`config.mk`:
```
export PLATFORM = sky130hd
export DESIGN_NAME = cpu_io_bridge
export DESIGN_NICKNAME = d
export VERILOG_FILES = /design/src/rtl/cpu_io_bridge.sv
export SDC_FILE = /design/constraint.sdc
export NUM_CORES = 1
export LEC_CHECK = 0
export CAP_MARGIN = 20
export CORE_ASPECT_RATIO = 1.1
export CORE_MARGIN = 2
export CORE_UTILIZATION = 40
export DETAILED_ROUTE_END_ITERATION = 7
export GPL_ROUTABILITY_DRIVEN = 1
export PLACE_DENSITY = 0.68
export SLEW_MARGIN = 25
export SYNTH_ARGS = -nofsm -noshare
export SYNTH_HDL_FRONTEND = slang
export SYNTH_SLANG_ARGS = --single-unit
```
`constraint.sdc`:
```
create_clock -name clk_w -period 3.3 [get_ports clk_w]
set_clock_uncertainty 0.1 [all_clocks]
set_input_delay 0.99 -clock clk_w [delete_from_list [all_inputs] [get_ports clk_w]]
set_output_delay 0.99 -clock clk_w [all_outputs]
set_load 0.1 [all_outputs]
```
`src/rtl/cpu_io_bridge.sv`:
```
// cpu_io_bridge
//   Z80 I/O-port bridge between the MSX bus pins and the VDP CPU port.
//   A masked address decoder generates chip select. The rd/wr strobes are
//   synchronised and de-glitched, and each bus cycle becomes exactly one
//   queued request. Queued requests are replayed in order to the VDP under
//   a req/ack handshake.
// Ports
//   clk_w, reset_n_w          clock, asynchronous active-low reset
//   cpu_addr/iorq_n/rd_n/wr_n raw CPU bus pins
//   cpu_din                   raw CPU write data
//   cs_n, cpu_doe, cpu_dout   combinational decode, data-bus enable and read data
//   vdp_req/wrt/adr/dbo       head-of-queue request to the VDP
//   vdp_ack                   one-cycle accept pulse from the VDP
//   vdp_dbi                   VDP read data
//   fifo_level, overflow      queue occupancy and sticky drop flag
module cpu_io_bridge #(
  parameter int                ADDR_W      = 8,
  parameter logic [ADDR_W-1:0] BASE_ADDR   = 8'h98,
  parameter logic [ADDR_W-1:0] ADDR_MASK   = 8'hFC,
  parameter int                PORT_BITS   = 2,
  parameter int                SYNC_STAGES = 2,
  parameter int                FILTER_LEN  = 3,
  parameter int                FIFO_DEPTH  = 4,
  localparam int               LVL_W       = $clog2(FIFO_DEPTH) + 1
) (
  input  logic                 clk_w,
  input  logic                 reset_n_w,
  input  logic [ADDR_W-1:0]    cpu_addr,
  input  logic                 cpu_iorq_n,
  input  logic                 cpu_rd_n,
  input  logic                 cpu_wr_n,
  input  logic [7:0]           cpu_din,
  output logic                 cs_n,
  output logic                 cpu_doe,
  output logic [7:0]           cpu_dout,
  output logic                 vdp_req,
  output logic                 vdp_wrt,
  output logic [PORT_BITS-1:0] vdp_adr,
  output logic [7:0]           vdp_dbo,
  input  logic                 vdp_ack,
  input  logic [7:0]           vdp_dbi,
  output logic [LVL_W-1:0]     fifo_level,
  output logic                 overflow
);

  localparam int PTR_W   = $clog2(FIFO_DEPTH);
  localparam int CNT_W   = $clog2(FILTER_LEN) + 1;
  localparam int PRIME_W = $clog2(SYNC_STAGES + 1);

  typedef enum logic {IDLE = 1'b0, ACTIVE = 1'b1} state_t;

  typedef struct packed {
    logic                 wrt;
    logic [PORT_BITS-1:0] adr;
    logic [7:0]           data;
  } entry_t;

  // ---------------- Decode (no clock) ----------------
  logic       match;
  logic [1:0] strobe_n;  // [1] = csr_n, [0] = csw_n

  assign match    = ((cpu_addr ^ BASE_ADDR) & ADDR_MASK) == '0;
  assign cs_n     = ~(match & ~cpu_iorq_n);
  assign cpu_doe  = ~cs_n & ~cpu_rd_n;
  assign cpu_dout = vdp_dbi;
  assign strobe_n = {~(~cs_n & ~cpu_rd_n), ~(~cs_n & ~cpu_wr_n)};

  // ---------------- Synchroniser ----------------
  logic [1:0] sync_q [SYNC_STAGES];
  logic [1:0] sync_d [SYNC_STAGES];
  logic [1:0] sync_out;

  always_comb begin
    sync_d[0] = strobe_n;
    for (int i = 1; i < SYNC_STAGES; i++) sync_d[i] = sync_q[i-1];
  end

  // NOTE: all clocked state uses non-blocking assignments so every flop
  // samples the pre-edge value of its neighbours regardless of block order.
  always_ff @(posedge clk_w or negedge reset_n_w) begin
    if (!reset_n_w) begin
      for (int i = 0; i < SYNC_STAGES; i++) sync_q[i] <= '1;
    end else begin
      for (int i = 0; i < SYNC_STAGES; i++) sync_q[i] <= sync_d[i];
    end
  end

  assign sync_out = sync_q[SYNC_STAGES-1];

  // ---------------- Glitch filter ----------------
  // A channel flips only after FILTER_LEN consecutive samples disagree with it.
  logic [1:0]       filt_q, filt_d;
  logic [CNT_W-1:0] fcnt_q [2];
  logic [CNT_W-1:0] fcnt_d [2];

  // NOTE: every always_comb output gets a default on entry so no path
  // leaves it unassigned, which would otherwise infer a latch.
  always_comb begin
    filt_d = filt_q;
    for (int i = 0; i < 2; i++) begin
      fcnt_d[i] = '0;
      if (sync_out[i] != filt_q[i]) begin
        if (fcnt_q[i] == CNT_W'(FILTER_LEN - 1)) filt_d[i] = sync_out[i];
        else                                     fcnt_d[i] = fcnt_q[i] + CNT_W'(1);
      end
    end
  end

  always_ff @(posedge clk_w or negedge reset_n_w) begin
    if (!reset_n_w) begin
      filt_q    <= 2'b11;
      fcnt_q[0] <= '0;
      fcnt_q[1] <= '0;
    end else begin
      filt_q    <= filt_d;
      fcnt_q[0] <= fcnt_d[0];
      fcnt_q[1] <= fcnt_d[1];
    end
  end

  // ---------------- Arming after reset ----------------
  // The synchroniser resets to "idle", so a strobe already held at release
  // would look like a fresh edge. Detection is enabled only once the
  // pipeline holds real pin samples and both strobes are seen inactive.
  logic [PRIME_W-1:0] prime_cnt_q, prime_cnt_d;
  logic               primed, armed_q, armed_d;

  assign primed = (prime_cnt_q == PRIME_W'(SYNC_STAGES));

  always_comb begin
    prime_cnt_d = primed ? prime_cnt_q : prime_cnt_q + PRIME_W'(1);
    armed_d     = armed_q | (primed & (sync_out == 2'b11) & (filt_q == 2'b11));
  end

  always_ff @(posedge clk_w or negedge reset_n_w) begin
    if (!reset_n_w) begin
      prime_cnt_q <= '0;
      armed_q     <= 1'b0;
    end else begin
      prime_cnt_q <= prime_cnt_d;
      armed_q     <= armed_d;
    end
  end

  // ---------------- Detector FSM ----------------
  state_t state_q, state_d;
  logic   push;
  entry_t push_entry;

  always_ff @(posedge clk_w or negedge reset_n_w) begin
    if (!reset_n_w) state_q <= IDLE;
    else            state_q <= state_d;
  end

  always_comb begin
    state_d = state_q;
    case (state_q)
      IDLE:    if (armed_q && (filt_q == 2'b10 || filt_q == 2'b01)) state_d = ACTIVE;
      ACTIVE:  if (filt_q == 2'b11) state_d = IDLE;
      default: state_d = IDLE;
    endcase
  end

  always_comb begin
    push       = 1'b0;
    push_entry = '0;
    if (state_q == IDLE && armed_q) begin
      case (filt_q)
        2'b10: begin
          push       = 1'b1;
          push_entry = '{wrt: 1'b1, adr: cpu_addr[PORT_BITS-1:0], data: cpu_din};
        end
        2'b01: begin
          push       = 1'b1;
          push_entry = '{wrt: 1'b0, adr: cpu_addr[PORT_BITS-1:0], data: 8'h00};
        end
        default: ;
      endcase
    end
  end

  // ---------------- Request FIFO ----------------
  entry_t           mem_q [FIFO_DEPTH];
  logic [PTR_W-1:0] wr_ptr_q, wr_ptr_d, rd_ptr_q, rd_ptr_d;
  logic [LVL_W-1:0] level_q, level_d;
  logic             overflow_q, overflow_d;
  logic             empty, full, pop, do_push;
  entry_t           head;

  assign empty   = (level_q == '0);
  assign full    = (level_q == LVL_W'(FIFO_DEPTH));
  assign pop     = vdp_ack & ~empty;
  // When full, a simultaneous pop frees the slot the push lands in.
  assign do_push = push & (~full | pop);

  always_comb begin
    wr_ptr_d   = wr_ptr_q;
    rd_ptr_d   = rd_ptr_q;
    level_d    = level_q;
    overflow_d = overflow_q | (push & full & ~pop);
    if (do_push) wr_ptr_d = wr_ptr_q + PTR_W'(1);
    if (pop)     rd_ptr_d = rd_ptr_q + PTR_W'(1);
    if (do_push && !pop)      level_d = level_q + LVL_W'(1);
    else if (pop && !do_push) level_d = level_q - LVL_W'(1);
  end

  always_ff @(posedge clk_w or negedge reset_n_w) begin
    if (!reset_n_w) begin
      wr_ptr_q   <= '0;
      rd_ptr_q   <= '0;
      level_q    <= '0;
      overflow_q <= 1'b0;
    end else begin
      wr_ptr_q   <= wr_ptr_d;
      rd_ptr_q   <= rd_ptr_d;
      level_q    <= level_d;
      overflow_q <= overflow_d;
    end
  end

  // NOTE: queue storage has no reset; stale contents are never visible
  // because the head outputs are forced to zero while the queue is empty.
  always_ff @(posedge clk_w) begin
    if (do_push) mem_q[wr_ptr_q] <= push_entry;
  end

  assign head       = mem_q[rd_ptr_q];
  assign vdp_req    = ~empty;
  assign vdp_wrt    = ~empty & head.wrt;
  assign vdp_adr    = {PORT_BITS{~empty}} & head.adr;
  assign vdp_dbo    = {8{~empty}} & head.data;
  assign fifo_level = level_q;
  assign overflow   = overflow_q;

endmodule

```
==> impl_results.md <==
* Nature of the critical path startpoint: input port
* Residual antenna-violating net count after detailed routing at 0
* Min setup slack post-route at 88.4 ps
* Per-instance average area after synthesis at 16.0 um2
* Iter 0 DRT Violations at 91
* Normalized max-slew margin at 62.0%
* Via count at 1567
* Chip width at 86.2 um
* Post-synth top area share at 44.4%
* Port buffer count at 39
* Area growth from synthesis to layout at 29.0%
* WL final at 4.67 mm
* Transition at the pin with the smallest max-transition slack at 570 ps
* Library cell used as clock root buffer: sky130_fd_sc_hd__clkbuf_8
* Initial DRT Pass Iterations at 4
* Part of the Yosys area used for sequential elements at 64.9%
* Logic depth of the worst setup path including buffers at 5
* Largest stage delay on the critical path at 480 ps
* Synth Net Count at 226
* Synth area leader: sky130_fd_sc_hd__edfxtp_1
* Master of the slowest instance on the critical path: sky130_fd_sc_hd__clkdlybuf4s50_1
* Max Cap Violations at 0
* Number of nets in the final layout at 275
* Final HPWL DP at 3.46 mm
* Hold Path Class: flip-flop to flip-flop
* CORE AREA at 7130 um2
* Count of pins over their slew limit at 0
* Kind of cell adding the most delay to the critical path: buffers and inverters
* Outcome: finished, final reports clean
* Share of the cycle needed by the critical path after routing at 97.3%
* Beginning of the worst hold path: sync_d[0]$_DFF_PN1_
* Hold Violations, Final at 0
* Net switching fraction of the power at 42.5%
* Maximum clock frequency at 311 MHz
* Critical setup path kind: input port to output port
* Yosys Warn Count at 0
* Sw Pwr at 1.42 mW
* Top cells by area, synth: sky130_fd_sc_hd__edfxtp_1 44%, sky130_fd_sc_hd__dfrtp_1 15%, sky130_fd_sc_hd__mux4_2 6.1%
* Die Footprint at 8140 um2
* Maximum buffer depth of the clock tree at 2
* Count of cell types in the netlist at 32
* DRC violations left at 0
* Post-synth design cell area at 2970 um2
* Die Y at 94.4 um
* Final core utilization at 53.8%
* First-pass GRT wire length at 7.91 mm
* Launch point of the worst path: cpu_addr[7]
* Fraction of synthesis flops using an asynchronous set or reset pin at 35.3%
* Max VDD drop at 0.232 mV
* GRT Residual Overflow at 0
* Clock network latency to the later pin of the worst-skew pair at 330 ps
* Top-level I/O count at 56
* CTS tree: yes
* Endpoints failing setup at 0
* Power per cell area at 872 nW/um2
* DR vias/cell at 4.82
* Setup fix buffers added after clock tree synthesis at 0
* Post-synth EDFFs at 44
* Critical path endpoint category: output port
* Initial antenna violation count at 0
* Arrival time of the worst setup path at 2120 ps
* Unrepaired setup endpoints after global routing: false
* Number of diodes added for antenna fixing at 0
* Cell breakdown of the critical path: clkdlybuf4s50_1 > nor4bb_4 > nand2_4 > nor2_4 > buf_12
* Gate count after technology mapping at 186
* Placement-stage worst setup slack at -95.5 ps
* Critical Path Fanout Max at 3
* Total of flip-flops plus latches after synthesis at 68
* Total track usage at 13.2%
* Clock network fraction of design power at 19.7%
* Leak Pwr at 1.54 nW
* Worst Hold Depth at 0
* Share of power burned in registers at 31.3%
* Buffers & Inverters on Critical Path at 2
* Number of cell rows at 32
* Critical path data required time at 2210 ps
* WL per Instance at 14.4 um
* Prevailing post-synth register cell: sky130_fd_sc_hd__edfxtp_1
* Worst hold slack at 260 ps
* Internal power consumption at 1.92 mW
* Maximum number of pins on one net before global-route repair at 17
* FF-to-FF path depth at 10
* Combinational power share at 49.0%
* Final Wtd Congestion at 0.720
* Startpoint of the lowest-slack register-to-register path: filt_q[0]$_DFFE_PN1P_
* Number of buffers inserted during clock tree synthesis at 9
* Clock sinks at 68
* Shortest period the worst path allows at 3210 ps
* CTS clock-pin slew for the worst setup and hold paths at 70 ps
* Deepest level of the CTS H-tree at 3
* Number of global-route vias before repair at 1652
* Fraction of layout instances using a drive strength above 1 at 35.8%
* Sum of negative setup slack at 0 ps
* Initial Utilization at 41.7%
cells by family (layout without fill, tap and decap cells):
kind of cell	count (synthesis)	in the layout	share of synthesized area, %
adders and majority gates	10	10	4.46
and+or+nand+nor	56	56	11.5
buffers and inverters	20	74	3.83
muxes	17	17	11.1
xor gates and xnor gates	11	11	3.24
AOI/OAI and AO/OA	4	4	1.01
DFF	68	68	64.9
cell type report:
class | count | area (um2)
multi-input combinational | 98 | 977
timing repair buffer | 50 | 591
sequential | 68 | 1930
tap | 85 | 106
fill | 572 | 3290
clock buffer | 9 | 124
inverter | 8 | 30.0
clock inverter | 7 | 76.3
cells in the final DEF (no fill, tap or decap), types with 9 or more instances in the layout:
cell / n
sky130_fd_sc_hd__and2_1: 16
sky130_fd_sc_hd__and2_2: 9
sky130_fd_sc_hd__buf_12: 13
sky130_fd_sc_hd__buf_4: 16
sky130_fd_sc_hd__clkbuf_8: 9
sky130_fd_sc_hd__clkdlybuf4s50_1: 18
sky130_fd_sc_hd__dfrtp_1: 15
sky130_fd_sc_hd__edfxtp_1: 44
sky130_fd_sc_hd__ha_1: 9
per-layer routing:
metal / wire, um / GRT usage (%)
met1: 2030 / 15.8
met2: 2350 / 21.6
met3: 214 / 3.67
met4: 79 / 7.03
met5: 0 / 0
worst register-to-register path, delay by kind of cell, from the launching register on:
family | cells | cell delay (ps)
flops | 1 | 580
buf+inv | 2 | 110
simple gates | 3 | 730
xor+xnor | 2 | 300
fa+ha+maj | 3 | 900
power by group through the flow:
stage	combinational [mW]	sequential, mW	clock [mW]
CTS	1.66	1.05	0.687
floorplan	1.04	1.20	0
detailed placement	1.65	1.06	0
global placement	1.65	1.06	0
global route	1.71	1.06	0.731
finish	1.64	1.05	0.660
cells in the mapped netlist, types with 2 or more instances:
master                     instances
sky130_fd_sc_hd__mux4_2            8
sky130_fd_sc_hd__xor2_1            4
sky130_fd_sc_hd__or2_2             2
sky130_fd_sc_hd__clkbuf_1          2
sky130_fd_sc_hd__inv_1             8
sky130_fd_sc_hd__ha_1              9
sky130_fd_sc_hd__dfrtp_1          18
sky130_fd_sc_hd__o21ai_0           2
sky130_fd_sc_hd__dfstp_2           6
sky130_fd_sc_hd__a41o_1            2
sky130_fd_sc_hd__nor2b_1           4
sky130_fd_sc_hd__and2_1           25
sky130_fd_sc_hd__buf_4             8
sky130_fd_sc_hd__xnor2_1           7
sky130_fd_sc_hd__mux4_1            3
sky130_fd_sc_hd__nor3_1            2
sky130_fd_sc_hd__mux2_2            5
sky130_fd_sc_hd__nor2_1            8
sky130_fd_sc_hd__edfxtp_1         44
sky130_fd_sc_hd__nand2_1           7
repair_timing:
action / 4_1_cts / 5_1_grt
endpoints found under the setup margin: 1 / 1
gates cloned: 0 / 0
gates resized for setup: 3 / 2
pin swaps: 3 / 2
hold buffers: 0 / 0
metrics by stage:
step | cell area, um2 | instances | power [mW]
3_5_place_dp | 3620 | 309 | 2.72
4_1_cts | 3830 | 325 | 3.39
6_report | 3840 | 325 | 3.35
5_1_grt | 3840 | 325 | 3.50
3_3_place_gp | 3620 | 309 | 2.71
2_1_floorplan | 3010 | 186 | 2.24
flip-flops by register name (all words and copies together) (netlist names):
name,count
armed_q,1
fcnt_q,6
fifo_level,3
filt_q,2
mem_q,44
overflow,1
prime_cnt_q,2
rd_ptr_q,2
state_q,1
sync_d,2
sync_out,2
wr_ptr_q,2
final timing paths:
path | end | slack, ps
setup / recovery | cpu_doe | 90
hold / removal | sync_out[0]$_DFF_PN1_ | 260
setup reg to reg | fifo_level[2]$_DFFE_PN0P_ | 500
hold reg to reg | sync_out[0]$_DFF_PN1_ | 260
max in group asynchronous | sync_out[0]$_DFF_PN1_ | 1590
min in group asynchronous | rd_ptr_q[1]$_DFFE_PN0N_ | 870
Note: power is estimated with default switching activity, not from simulation.
==> variant, RTL diff (config.mk and constraints unchanged) <==
The parameter `FILTER_LEN` goes from 3 to 5.
--- a/src/rtl/cpu_io_bridge.sv
+++ b/src/rtl/cpu_io_bridge.sv
@@ -19,7 +19,7 @@
   parameter logic [ADDR_W-1:0] ADDR_MASK   = 8'hFC,
   parameter int                PORT_BITS   = 2,
   parameter int                SYNC_STAGES = 2,
-  parameter int                FILTER_LEN  = 3,
+  parameter int                FILTER_LEN  = 5,
   parameter int                FIFO_DEPTH  = 4,
   localparam int               LVL_W       = $clog2(FIFO_DEPTH) + 1
 ) (
Formal check against the unedited RTL: not equivalent (Yosys sat finds a counterexample within 10 cycles, from zero or initial values and one cycle with reset_n_w low).
==> variant against the unedited design <==
  * Non-clock buffer count decreased by 5
  * Global-route usage increased by 0.17 points
  * Sequential cell count increased by 2
  * Final area increased by 3.7%
  * Wire length increased by 6.4%
  * Area after synthesis increased by 5.6%
  * Total power increased by 6.4%
  * Via count increased by 6.6%
  * Utilization decreased by 1.2 points
  * Worst setup slack improved by 0.043 ns
  * Sequential share of layout area decreased by 0.53 points
  * Synthesized cell count increased by 9.1%
  * Critical path type unchanged
  * Largest power group unchanged
==> variant: results (changes against the unedited design) <==
Post-Synthesis Cells = 203 (+9.1%)
CP max FO = 3 (unchanged)
Global-route wire length before repair = 8487 um (+7.3%)
Max FFs per register = 44 (unchanged)
Placed cell count = 341 (+10%)
Vias in the first global route = 1804 (+9.2%)
Worst Reg-to-Reg Cells = 10 (unchanged)
Critical Path AT = 2.08 ns (-0.04 ns)
Layout cells sized above 1 = 33.99% (-1.8 points)
H-tree depth = 3 (unchanged)
ANT cells = 0 (unchanged)
Status = finished, final reports clean
DP Area = 0.003770 mm2 (+4.0%)
Final nets = 293 (+6.5%)
Seq/Total Area, Yosys = 63.00% (-1.9 points)
DR iter-0 viols = 63 (-31%)
Clock Tree Buf Depth = 2 (unchanged)
CTS buffer count = 9 (unchanged)
Initial antenna violation count = 0 (unchanged)
Maximum VDD drop = 329.2 uV (+42%)
Most flop-heavy register = mem_q
Largest cells by area after synthesis = edfxtp_1 (42%), dfrtp_1 (16%), mux4_2 (6.5%)
Hold Path Depth = 0 (unchanged)
Synthesized Nets = 248 (+9.7%)
Synth unique cells = 36 (+13%)
Clock Pin Slew Worst Setup and Hold Paths = 0.07 ns (about the same)
Detail Placement HPWL = 3469 um (+0.30%)
# port buffers = 39 (unchanged)
CP endpoint = cpu_doe
Final wirelength = 4971 um (+6.4%)
Async S/R FF share, synth = 37.14% (+1.8 points)
Root Buffer = clkbuf_8
Static Leak = 1.599 nW (+3.6%)
All-Layer GR Usage = 13.32% (+0.17 points)
Non-Filler Instances = 358 (+10%)
Post-synth top cells = edfxtp_1 (44), and2_1 (22), dfrtp_1 (20)
Flop-to-flop setup slack = 0.51 ns
Min-delay worst type = flop to flop
Final GP Congestion = 0.7330 (+1.8%)
Slew @ Worst Pin = 0.5677 ns (-0.002189 ns)
Initial DRT Pass Iterations = 4 (unchanged)
Vias = 1670 (+6.6%)
Largest net degree at the start of global routing = 27 (+10)
CP startpoint = cpu_addr[3]
Ys Warns = 0 (unchanged)
Ys flop type = edfxtp_1
Worst R2R End = fifo_level[2]$_DFFE_PN0P_
Filler cells = 631 (+10%)
Number of synthesized flops with an enable pin = 44 (unchanged)
variant: cell types whose count changed in the layout (fill, tap and decap cells not counted), moves of 3 or more:
| cell | before | now |
|---|---|---|
| buf_4 | 16 | 10 |
| ha_1 | 9 | 14 |
| inv_1 | 8 | 12 |
| nand2b_1 | 0 | 4 |
| nand3b_1 | 0 | 4 |
| and2_1 | 16 | 13 |
| and2_2 | 9 | 12 |
variant: cell type report:
type	count	area [um2]	share of cell area (%)
tap	105	131.4	3.302
timing repair buffer	45	564.3	14.18
inverter	12	45.04	1.132
clock buffer	9	123.9	3.113
clock inverter	7	57.56	1.447
sequential	70	1983	49.84
multi-input combinational	110	1074	26.98
variant: critical path, stage by stage:
cell and delay, ns:
clkdlybuf4s50_1 0.45, nor3b_1 0.21, nand2_2 0.13, nor2_4 0.12, buf_12 0.18
variant: stage by stage:
step                setup slack (ns)  hold WS [ns]
floorplan                    -0.1053        0.2452
detailed placement           0.02950        0.2516
global placement             0.02907        0.2464
CTS                          0.02776        0.2611
global route                 0.05463        0.2586
finish                        0.1311        0.2609
variant: power breakdown:
part / internal (mW) / switching [mW] / total [mW]
clock: 0.280 / 0.330 / 0.609
sequential: 1.02 / 0.0934 / 1.12
combinational: 0.678 / 1.16 / 1.83
total: 1.98 / 1.58 / 3.56
variant: what timing repair did:
action,4_1_cts,5_1_grt
gates resized for setup,0,5
hold buffers,0,0
endpoints found under the setup margin,0,2
buffers inserted,0,1
variant: routing by layer:
layer  wire length, um  GRT usage (%)
met1              2081          15.39
met2              2529          21.69
met3               273          5.546
met4                87          5.245
met5                 0              0
variant: worst min-delay path by stage:
stage                              from                     to  slack [ns]
detailed placement  sync_d[1]$_DFF_PN1_  sync_out[1]$_DFF_PN1_        0.25
CTS                 sync_d[1]$_DFF_PN1_  sync_out[1]$_DFF_PN1_        0.26
finish              sync_d[1]$_DFF_PN1_  sync_out[1]$_DFF_PN1_        0.26
global placement    sync_d[1]$_DFF_PN1_  sync_out[1]$_DFF_PN1_        0.25
floorplan           sync_d[0]$_DFF_PN1_  sync_out[0]$_DFF_PN1_        0.25
global route        sync_d[1]$_DFF_PN1_  sync_out[1]$_DFF_PN1_        0.26
variant: cell families after synthesis:
| logic type | share of synthesized area (%) |
|---|---|
| mux | 10.31 |
| compound gates | 1.354 |
| flops | 63.00 |
| buf+inv | 3.982 |
| fa+ha+maj | 6.213 |
| simple gates | 12.62 |
| xor+xnor | 2.509 |
